<file path="src/rtl/uart_pkg.sv">
// Shared state encoding, width defaults and sizing helpers for the UART TX arbiter.
package uart_pkg;

  typedef enum logic [1:0] {
    ARB_IDLE = 2'b00,
    ARB_LOAD = 2'b01,
    ARB_WAIT = 2'b11
  } arb_state_e;

  localparam int DEF_DATA_W = 8;

  function automatic int clog2(input int n);
    int w;
    w = 0;
    for (int i = 0; i < 31; i++) begin
      if ((32'sd1 <<< i) < n) begin
        w = i + 1;
      end else begin
        w = w;
      end
    end
    return w;
  endfunction

  // Index fields stay at least one bit wide even for a single requester.
  function automatic int id_width(input int n);
    return (n > 1) ? clog2(n) : 1;
  endfunction

endpackage

</file>
<file path="src/rtl/rr_pick.sv">
// Combinational round-robin picker: first set request at or above rr_ptr, wrapping
// past NUM_REQ-1 back to 0.
module rr_pick
  import uart_pkg::*;
#(
  parameter int NUM_REQ = 4,
  parameter int ID_W    = id_width(NUM_REQ)
) (
  input  logic [NUM_REQ-1:0] req,
  input  logic [ID_W-1:0]    rr_ptr,
  output logic [ID_W-1:0]    win,
  output logic               valid
);

  // Scan from the farthest offset down so the nearest requester is written last.
  always_comb begin
    win   = '0;
    valid = 1'b0;
    for (int i = NUM_REQ - 1; i >= 0; i--) begin
      win   = req[(int'(rr_ptr) + i) % NUM_REQ] ? ID_W'((int'(rr_ptr) + i) % NUM_REQ) : win;
      valid = valid | req[(int'(rr_ptr) + i) % NUM_REQ];
    end
  end

endmodule

</file>
<file path="src/rtl/uart_tx_arbiter.sv">
// Round-robin arbiter sharing one UART TX engine among NUM_REQ byte producers.
// Define ARB_BURST_EN to let one requester keep the engine for up to BURST_MAX bytes.
module uart_tx_arbiter
  import uart_pkg::*;
#(
  parameter int NUM_REQ = 4,
  parameter int DATA_W  = DEF_DATA_W
`ifdef ARB_BURST_EN
  ,
  parameter int BURST_MAX = 4
`endif
) (
  input  logic                          clock,
  input  logic                          reset,
  input  logic [NUM_REQ-1:0]            req,
  input  logic [NUM_REQ*DATA_W-1:0]     req_data,
  input  logic                          tx_done,
  output logic                          tx_load,
  output logic [DATA_W-1:0]             tx_data,
  output logic [NUM_REQ-1:0]            ack,
  output logic [id_width(NUM_REQ)-1:0]  grant_id,
  output logic                          busy
);

  localparam int              ID_W    = id_width(NUM_REQ);
  localparam logic [ID_W-1:0] LAST_ID = ID_W'(NUM_REQ - 1);

  arb_state_e          state_q, state_d;
  logic [ID_W-1:0]     rr_ptr_q, rr_ptr_d;
  logic                tx_load_q, tx_load_d;
  logic [DATA_W-1:0]   tx_data_q, tx_data_d;
  logic [NUM_REQ-1:0]  ack_q, ack_d;
  logic [ID_W-1:0]     grant_id_q, grant_id_d;
  logic                busy_q, busy_d;
  logic [ID_W-1:0]     pick_id;
  logic                pick_valid;

`ifdef ARB_BURST_EN
  localparam int               CNT_W      = clog2(BURST_MAX + 1);
  localparam logic [CNT_W-1:0] BURST_LAST = CNT_W'(BURST_MAX - 1);

  logic [CNT_W-1:0]    burst_cnt_q, burst_cnt_d;
`endif

  function automatic logic [ID_W-1:0] next_id(input logic [ID_W-1:0] id);
    return (id == LAST_ID) ? '0 : id + ID_W'(1'b1);
  endfunction

  rr_pick #(
    .NUM_REQ (NUM_REQ),
    .ID_W    (ID_W)
  ) u_pick (
    .req    (req),
    .rr_ptr (rr_ptr_q),
    .win    (pick_id),
    .valid  (pick_valid)
  );

  // Next-state and next-output computation for the arbitration FSM.
  always_comb begin
    state_d    = state_q;
    rr_ptr_d   = rr_ptr_q;
    tx_load_d  = 1'b0;
    tx_data_d  = tx_data_q;
    ack_d      = '0;
    grant_id_d = grant_id_q;
    busy_d     = busy_q;
`ifdef ARB_BURST_EN
    burst_cnt_d = burst_cnt_q;
`endif
    case (state_q)
      ARB_IDLE: begin
`ifdef ARB_BURST_EN
        // A burst ends early once its owner stops requesting; scanning from the
        // owner's slot with its req low already lands on the next requester.
        if ((burst_cnt_q != '0) && !req[rr_ptr_q]) begin
          rr_ptr_d    = next_id(rr_ptr_q);
          burst_cnt_d = '0;
        end else begin
          burst_cnt_d = burst_cnt_q;
        end
`endif
        if (pick_valid) begin
          tx_data_d  = req_data[int'(pick_id)*DATA_W +: DATA_W];
          grant_id_d = pick_id;
          ack_d      = NUM_REQ'(1'b1) << pick_id;
          tx_load_d  = 1'b1;
          busy_d     = 1'b1;
          state_d    = ARB_LOAD;
        end else begin
          busy_d  = 1'b0;
          state_d = ARB_IDLE;
        end
      end
      ARB_LOAD: begin
`ifdef ARB_BURST_EN
        if (burst_cnt_q >= BURST_LAST) begin
          rr_ptr_d    = next_id(grant_id_q);
          burst_cnt_d = '0;
        end else begin
          rr_ptr_d    = grant_id_q;
          burst_cnt_d = burst_cnt_q + CNT_W'(1'b1);
        end
`else
        rr_ptr_d = next_id(grant_id_q);
`endif
        state_d = ARB_WAIT;
      end
      ARB_WAIT: begin
        if (tx_done) begin
          busy_d  = 1'b0;
          state_d = ARB_IDLE;
        end else begin
          state_d = ARB_WAIT;
        end
      end
      default: begin
        busy_d  = 1'b0;
        state_d = ARB_IDLE;
      end
    endcase
  end

  // State, pointer and output registers with synchronous reset.
  always_ff @(posedge clock) begin
    if (reset) begin
      state_q    <= ARB_IDLE;
      rr_ptr_q   <= '0;
      tx_load_q  <= 1'b0;
      tx_data_q  <= '0;
      ack_q      <= '0;
      grant_id_q <= '0;
      busy_q     <= 1'b0;
`ifdef ARB_BURST_EN
      burst_cnt_q <= '0;
`endif
    end else begin
      state_q    <= state_d;
      rr_ptr_q   <= rr_ptr_d;
      tx_load_q  <= tx_load_d;
      tx_data_q  <= tx_data_d;
      ack_q      <= ack_d;
      grant_id_q <= grant_id_d;
      busy_q     <= busy_d;
`ifdef ARB_BURST_EN
      burst_cnt_q <= burst_cnt_d;
`endif
    end
  end

  assign tx_load  = tx_load_q;
  assign tx_data  = tx_data_q;
  assign ack      = ack_q;
  assign grant_id = grant_id_q;
  assign busy     = busy_q;

endmodule

</file>
<file path="config.mk">
export PLATFORM = sky130hd
export DESIGN_NAME = uart_tx_arbiter
export DESIGN_NICKNAME = d
export VERILOG_FILES = /design/src/rtl/uart_pkg.sv /design/src/rtl/rr_pick.sv /design/src/rtl/uart_tx_arbiter.sv
export SDC_FILE = /design/constraint.sdc
export NUM_CORES = 1
export LEC_CHECK = 0
export BUFFER_PORTS_ARGS = -buffer_cell sky130_fd_sc_hd__buf_2
export CAP_MARGIN = 40
export CORE_MARGIN = 10
export CORE_UTILIZATION = 49
export CTS_BUF_LIST = sky130_fd_sc_hd__clkbuf_8
export CTS_CLUSTER_SIZE = 28
export DETAILED_ROUTE_END_ITERATION = 16
export PLACE_DENSITY = 0.95
export SYNTH_ARGS = -nofsm -noshare
export SYNTH_HDL_FRONTEND = slang
export SYNTH_SLANG_ARGS = --single-unit
</file>
<file path="constraint.sdc">
create_clock -name clock -period 4.3 [get_ports clock]
set_clock_uncertainty 0.2 [all_clocks]
set_input_delay 0.86 -clock clock [delete_from_list [all_inputs] [get_ports clock]]
set_output_delay 0.86 -clock clock [all_outputs]
set_load 0.05 [all_outputs]
</file>
# Yosys cells after proc, flatten, opt, wreduce, memory -nomap -nowiden
# Cells that the tools add are included.
# classes
addsub	4
order_cmp	4
eq_ne	4
n_shift	2
muxes	22
bitwise	9
n_reduce_logical	8
# ops
cell	count
32-bit by 6-bit variable part select with 8-bit output	1
3-bit by 4-bit < comparator with 1-bit output, second input constant	3
2-bit two-way mux	6
1-bit two-way mux	10
1-bit binary-select mux with 2-bit select	4
2-bit OR reduction	4
2-bit case mux with 3 select lines	1
2-bit by 1-bit adder with 2-bit output, second input constant	2
2-bit adder, second input constant	2
2-bit == test, second input constant	2
2-bit AND reduction	2
1-bit by 2-bit left shift with 4-bit output, first input constant	1
1-bit bitwise AND, first input constant	3
2-bit by 3-bit < comparator with 1-bit output, second input constant	1
1-bit NOT	3
1-bit bitwise OR	3
1-bit case mux with 3 select lines	1
3-bit OR reduction	1
2-bit by 1-bit == test with 1-bit output, second input constant	1
2-bit logical NOT	1
2-bit != test, second input constant	1
# word_totals
register_bits	20
in_bits	39
out_inout_bits	16
elab_cells	60

# Longest topological paths before layout
# Gate-level depths: netlist of the first run.
# depth
ltp_word	11
depth_mapped	7
depth_no_buf	5

# Modules after synthesis
# A second synthesis of the first run with hierarchy kept.
# unflattened
cells_unflattened	96
area_unflattened_um2	1026.0
# modules_own_cells
module	instances	cells_per_inst	area_per_inst_um2	seq_area_each_um2
uart_tx_arbiter	1	83	948.4	400.4
rr_pick	1	13	77.6	0.0

# Worst setup path after synthesis of the first run
# Ideal clock, no wire load.
# synth_timing
path_type	input-to-reg
from	input req[3]
to	register tx_data_q[6], in the netlist tx_data[6]
setup_time_ns	0.148
arrival_time_ns	2.184
t_required_ns	3.952
slack_ns	1.768
stages	6
path_buffers	1
path_cell_list	or2_2 -> and4_1 -> clkbuf_1 -> nor2_2 -> mux2i_1 -> o22ai_1
# synth_via
elab_chain_len	8
word_cells_on_any_way	20
cone_classes	shift (1); mux (15); bitwise (3); reduce/logical (1)
# synth_rtl
item	line	text
start, declared	uart_tx_arbiter.sv:15	input logic [NUM_REQ-1:0] req,
1-bit binary-select mux with 2-bit select	rr_pick.sv:20, rr_pick.sv:21	
1-bit two-way mux (not written as such) (2 in a row)	rr_pick.sv:20, rr_pick.sv:21	
2-bit two-way mux (4 in a row)	rr_pick.sv:20	win = req[(int'(rr_ptr) + i) % NUM_REQ] ? ID_W'((int'(rr_ptr) + i) % NUM_REQ) : win;
32-bit by 6-bit variable part select with 8-bit output	uart_tx_arbiter.sv:84	tx_data_d = req_data[int'(pick_id)*DATA_W +: DATA_W];
end signal, assigned	uart_tx_arbiter.sv:141	tx_data_q <= tx_data_d;
end, declared	uart_tx_arbiter.sv:31	logic [DATA_W-1:0] tx_data_q, tx_data_d;
# Parallel ways exist; a longest one is shown, timed or not. The select of a mux whose other input is x is not followed.
# A chain may end at the register's enable or synchronous reset.

# Worst setup path in the final report of the first run
# Same ends and word-level chain as after synthesis.

==> metrics.yaml, run 1 <==
power_and_ir_drop:
  power_uw: 558.7
  p_leak_uw: 0.0006857
  max-vdd-ir-drop_v: 0.0002428
  p_per_area_nw_per_um2: 409.7
logic_synthesis:
  yosysWarningCount: 0
  synth_fp_nets: 160
  post_synth_num_cell_types: 33
  synth.avg_cell_area_um2: 8.414
  synth_seq_cells: 20
  synth.cell_area_um2: 1010
  synth_cells: 120
  ys_seq_area_frac: 0.3965
clocking:
  cts_buffer_depth: 2
  post_cts_buffers: 0
  numCtsBuffers: 3
  cts_sinks: 20
  clk_pin_slew_worst_paths_ps: 80
  ctsResizeCount: 0
  worstSkewPairLatency_ps: 260
  htree_num_levels: 1
  cts_tree: "built"
  cts_hold_buf: 0
  cts-root-buf: "clkbuf_8"
timing:
  slew_headroom: 0.5439
  slew_violations: 0
  finalSetupViolCount: 0
  period_needed_ps: 2606
  rsz0062_at_grt: "no"
  period_share: 0.6062
  finalHoldViolations: 0
  fin_tns_setup_ps: 0
  fmax_ghz: 0.3837
  tightest_slew_ps: 679.6
setup_path:
  crit_path_end_kind: "flip-flop"
  worstPathMaxFanout: 10
  required_ps: 4210
  arrival_ps: 2520
  crit_type: "primary input to flip-flop"
  worstSetupStartpointType: "primary input"
routing:
  ant_nets: 0
  via_per_inst: 5.680
  avgRoutedWirePerCell_um: 16.32
  dr.pass1.iters: 4
  drt-initial-drc-count: 77
  wirelength_um: 3263
  drc: 0
  num_vias: 1136
die:
  die_x_um: 65.40
  num_io_pins: 55
  fp.dieH_um: 65.40
  die_area_um2: 4277
  core_um2: 1962
  row_count: 16
  start_util: 0.5147
final_layout:
  syn_to_final_growth_pct: 35.07
  fillCellCount: 163
  fin_nets: 214
  n_antenna_cell: 0
  final_layout_size_suffix_gt1_frac: 0.3468
  utilization: 0.6952
flow_run:
  cap_violations: 0
run_status:
  status: "complete, no violations"
hold_path:
  hp-class: "flip-flop to flip-flop"
global_route:
  antenna_found_initial: 0
  grt_pass1_vias: 1182
  grt_max_degree: 13
  grt_usage: 0.1502
  grt_pass1_wl_um: 5285
  grt_overflow: 0
placed_design:
  dpl.hpwl_um: 2551
  portBuffers: 54
  gp_congestion: 0.8232
==> flip-flops by register name, indices dropped and copies added (netlist names) <==
name,cells
tx_data,8
ack,4
grant_id,2
rr_ptr_q,2
state_q,2
busy,1
tx_load,1
==> metal layers <==
layer,up-vias,GRT usage,part of all wire
li1,540,-,-
met4,0,0.07754,0.020
met1,518,0.1618,0.37
met3,6,0.04746,0.11
met5,-,0,0
met2,72,0.2573,0.50
==> metrics by stage <==
step                instance area, um^2  instances  worst slack (ps)  hold WS [ps]
CTS                                1364        200              1753         252.5
detailed placement                 1292        196              1467         234.3
global placement                   1292        196              1551         232.6
floorplan                          1010        120              1768         290.8
finish                             1364        200              1694         247.9
global route                       1364        200              1549         266.1
==> where the power goes <==
group	total (uW)	switching, uW	internal [uW]
Sequential	212	10.1	202
Combinational	158	106	52.0
Clock	189	64.3	124
Total	559	180	379
==> cells in the final DEF, fill, tap and decap left out, types with 2 or more instances in the layout <==
cell type / n
a21o_1: 8
a21oi_1: 5
buf_2: 54
clkbuf_8: 3
dfxtp_1: 20
inv_1: 3
mux2i_1: 10
nand2_1: 11
nand3_1: 7
nor2_1: 11
nor2b_1: 2
nor3_1: 2
nor4_1: 2
o211ai_1: 7
o21ai_0: 7
or2b_1: 3
==> worst max-delay path, stage by stage <==
cell and delay, ps:
buf_2 120, nor4_1 580, or3_1 310, or4_1 350, a21boi_1 220, o22ai_1 90
==> cell families after synthesis <==
group	Yosys count	synth area share
compound gates	33	0.2144
fa+ha+maj	1	0.01239
buf+inv	8	0.03222
flops	20	0.3965
mux	10	0.09914
simple gates	48	0.2454
==> path summary, 6_finish.rpt <==
check / from / to / slack [ps] / cells past startpoint
setup / recovery: req[3] / tx_data[6]$_SDFFE_PP0P_ / 1690 / 6
hold / removal: busy$_SDFFE_PP0N_ / busy$_SDFFE_PP0N_ / 250 / 1
setup reg to reg: state_q[1]$_SDFF_PP0_ / tx_data[6]$_SDFFE_PP0P_ / 2110 / 4
hold reg to reg: busy$_SDFFE_PP0N_ / busy$_SDFFE_PP0N_ / 250 / 1
==> Yosys cell counts (all sizes together) <==
library cell,n,area share
a21boi,1,0.0074
nor2,12,0.047
ha,1,0.012
nand2,11,0.041
a21o,8,0.059
or2,1,0.0062
and4b,1,0.0099
and4,1,0.0087
nand2b,1,0.0062
a221oi,1,0.0087
a21oi,5,0.025
nor4,2,0.012
o211ai,7,0.052
a211oi,1,0.0074
or4,1,0.0074
or3,1,0.0062
clkbuf,3,0.011
nand3,7,0.035
inv,3,0.011
and3,1,0.0062
nor2b,2,0.012
mux2i,10,0.099
nand4,1,0.0062
nor3,2,0.0099
o21ai,8,0.040
or2b,3,0.022
nand4b,1,0.0087
a311oi,1,0.0087
dfxtp,20,0.40
o22ai,1,0.0062
buf,2,0.0099
==> cell type report <==
type / instances / area, um^2 / area share
Clock buffer: 3 / 41.29 / 0.03028
Clock inverter: 1 / 30.03 / 0.02202
Inverter: 3 / 11.26 / 0.008257
Multi-Input combinational cell: 92 / 576.8 / 0.4229
Sequential cell: 20 / 400.4 / 0.2936
Tap cell: 27 / 33.78 / 0.02477
Timing Repair Buffer: 54 / 270.3 / 0.1982
(Power assumes the default switching activity.)
==> run 2, diff against run 1 <==
Settings changed: CORE_UTILIZATION 49 to 41, PLACE_DENSITY 0.95 to 0.89.
Clock period 4.3 ns to 2.3 ns, I/O delays scaled along.
==> run 2 against run 1 <==
  * Worst hold slack worse by 20 ps
  * Clock power up 85%
  * Cell count grew 4.0%
  * Sequential power up 88%
  * Total power is 89% higher
  * Non-clock buffer count increased by 7
  * Count of clock-buffer cells in the layout unchanged
  * Global-route usage shrank 2.3 points
  * Worst setup slack got worse by 1400 ps
  * Die area rose by 13%
  * Largest power group unchanged
==> metrics.yaml, run 2 (synthesized netlist as in run 1, its figures left out) <==
run_status:
  status: "complete, no violations"  # unchanged
setup_path:
  required_ps: 2280  # was 4210 ps
  crit_path_end_kind: "flip-flop"  # unchanged
  crit_type: "flip-flop to flip-flop"  # was primary input to flip-flop
  worstPathMaxFanout: 6  # was 10
  worstSetupStartpointType: "flip-flop"  # was primary input
  arrival_ps: 1970  # was 2520 ps
  reg2reg_slack_ps: 310  # was 2110 ps
timing:
  rsz0062_at_grt: "no"  # unchanged
  finalSetupViolCount: 0  # unchanged
  fin_tns_setup_ps: 0  # unchanged
  fmax_ghz: 0.5036
  slew_headroom: 0.5855  # was 0.5439
  period_needed_ps: 1986
  tightest_slew_ps: 616.0  # was 679.6 ps
  slew_violations: 0  # unchanged
  finalHoldViolations: 0  # unchanged
  period_share: 0.8633
routing:
  drt-initial-drc-count: 49  # was 77
  wirelength_um: 3284  # was 3263 um
  num_vias: 1139  # was 1136
  drc: 0  # unchanged
  avgRoutedWirePerCell_um: 15.79  # was 16.32 um
  via_per_inst: 5.476  # was 5.680
  dr.pass1.iters: 4  # unchanged
  ant_nets: 0  # unchanged
die:
  core_um2: 2276  # was 1962 um^2
  row_count: 17  # was 16
  num_io_pins: 55  # unchanged
  die_x_um: 69.63  # was 65.40 um
  fp.dieH_um: 69.63  # was 65.40 um
  die_area_um2: 4848  # was 4277 um^2
  start_util: 0.4437  # was 0.5147
power_and_ir_drop:
  p_int_uw: 719.7  # was 378.7 uW
  p_leak_uw: 0.0007166  # was 0.0006857 uW
  combPwrFrac: 0.292  # was 0.282
  p_sw_frac: 0.3179  # was 0.3222
  max-vdd-ir-drop_v: 0.0004586  # was 0.0002428 V
  netSwitchingPower_uw: 335.5  # was 180.0 uW
  pwr-share-clk: 0.331  # was 0.337
  p_per_area_nw_per_um2: 744.4  # was 409.7 nW/um^2
  power_frac_seq: 0.377  # was 0.380
hold_path:
  hp-class: "primary input to flip-flop"  # was flip-flop to flip-flop
clocking:
  htree_num_levels: 1  # unchanged
  cts_tree: "built"  # unchanged
  cts-root-buf: "clkbuf_8"  # unchanged
  worstSkewPairLatency_ps: 260  # about the same
  numCtsBuffers: 3  # unchanged
  ctsResizeCount: 0  # unchanged
  cts_sinks: 20  # unchanged
  clk_pin_slew_worst_paths_ps: 80  # about the same
  post_cts_buffers: 0  # unchanged
  cts_buffer_depth: 2  # unchanged
  cts_hold_buf: 0  # unchanged
global_route:
  antenna_found_initial: 0  # unchanged
  grt_pass1_vias: 1178  # was 1182
  grt_overflow: 0  # unchanged
  grt_max_degree: 13  # unchanged
  grt_pass1_wl_um: 5319  # was 5285 um
  grt_usage: 0.1276  # was 0.1502
final_layout:
  largest_reg_flops: 8  # unchanged
  final_layout_size_suffix_gt1_frac: 0.3722  # was 0.3468
  fin_nets: 221  # was 214
  n_antenna_cell: 0  # unchanged
  post-route-cell-area_um2: 1418  # was 1364 um^2
  final_cell_mix: "buf_2 (54), dfxtp_1 (20), nor2_1 (11), nand2_1 (11), mux2i_1 (10)"  # unchanged
  syn_to_final_growth_pct: 40.40  # was 35.07%
  layout_commonest_cell: "buf_2"  # unchanged
placed_design:
  gp_congestion: 0.8117  # was 0.8232
  dpl.hpwl_um: 2662  # was 2551 um
  place_area_um2: 1346  # was 1292 um^2
  portBuffers: 54  # unchanged
flow_run:
  cap_violations: 0  # unchanged
run 2: cell count changes in the layout (fill, tap and decap cells not counted), sizes merged:
cell and delta:
buf +7
run 2: power by group through the flow:
| stage | registers (uW) | logic (uW) | clock network, uW |
|---|---|---|---|
| floorplan | 496 | 115 | 0 |
| global placement | 403 | 299 | 0 |
| detailed placement | 406 | 306 | 0 |
| CTS | 398 | 308 | 350 |
| global route | 403 | 332 | 367 |
| finish | 398 | 308 | 350 |
run 2: metrics by stage:
stage | std cells | total power, uW | hold WS (ps) | setup WS [ps] | utilization
finish | 208 | 1055 | 228.3 | 314.3 | 0.6229
global route | 208 | 1103 | 243.5 | 151.8 | 0.6229
CTS | 208 | 1056 | 222.7 | 316.6 | 0.6229
detailed placement | 204 | 711.6 | 255.5 | 89.99 | 0.5915
global placement | 204 | 701.8 | 233.2 | 155.3 | 0.5915
floorplan | 120 | 611.1 | 290.8 | 168.2 | -
run 2: final timing paths:
check                             to  depth (start not counted)                   from
max          tx_data[2]$_SDFFE_PP0P_                          4  state_q[1]$_SDFF_PP0_
min            state_q[1]$_SDFF_PP0_                          2                tx_done
max reg2reg  tx_data[2]$_SDFFE_PP0P_                          4  state_q[1]$_SDFF_PP0_
min reg2reg        busy$_SDFFE_PP0N_                          1      busy$_SDFFE_PP0N_
run 2: final cells by class:
cell class / instances / area (um^2)
Tap cell: 28 / 35.03
Clock buffer: 3 / 41.29
Sequential cell: 20 / 400.4
Clock inverter: 1 / 30.03
Multi-Input combinational cell: 92 / 576.8
Inverter: 3 / 11.26
Fill cell: 198 / 858.3
Timing Repair Buffer: 61 / 322.8
run 2: per-layer routing:
layer | share of wire | wire length [um] | GRT usage | vias up
li1 | - | - | - | 559
met1 | 0.41 | 1359 | 0.1431 | 521
met2 | 0.50 | 1642 | 0.2208 | 52
met3 | 0.063 | 207 | 0.02710 | 7
met4 | 0.023 | 74 | 0.06304 | 0
met5 | 0 | 0 | 0 | -
run 2: worst max-delay path, stage by stage (launching register included):
cell	delay, ps
dfxtp_1	360
or3_1	410
or4_1	570
buf_4	180
o211ai_1	180
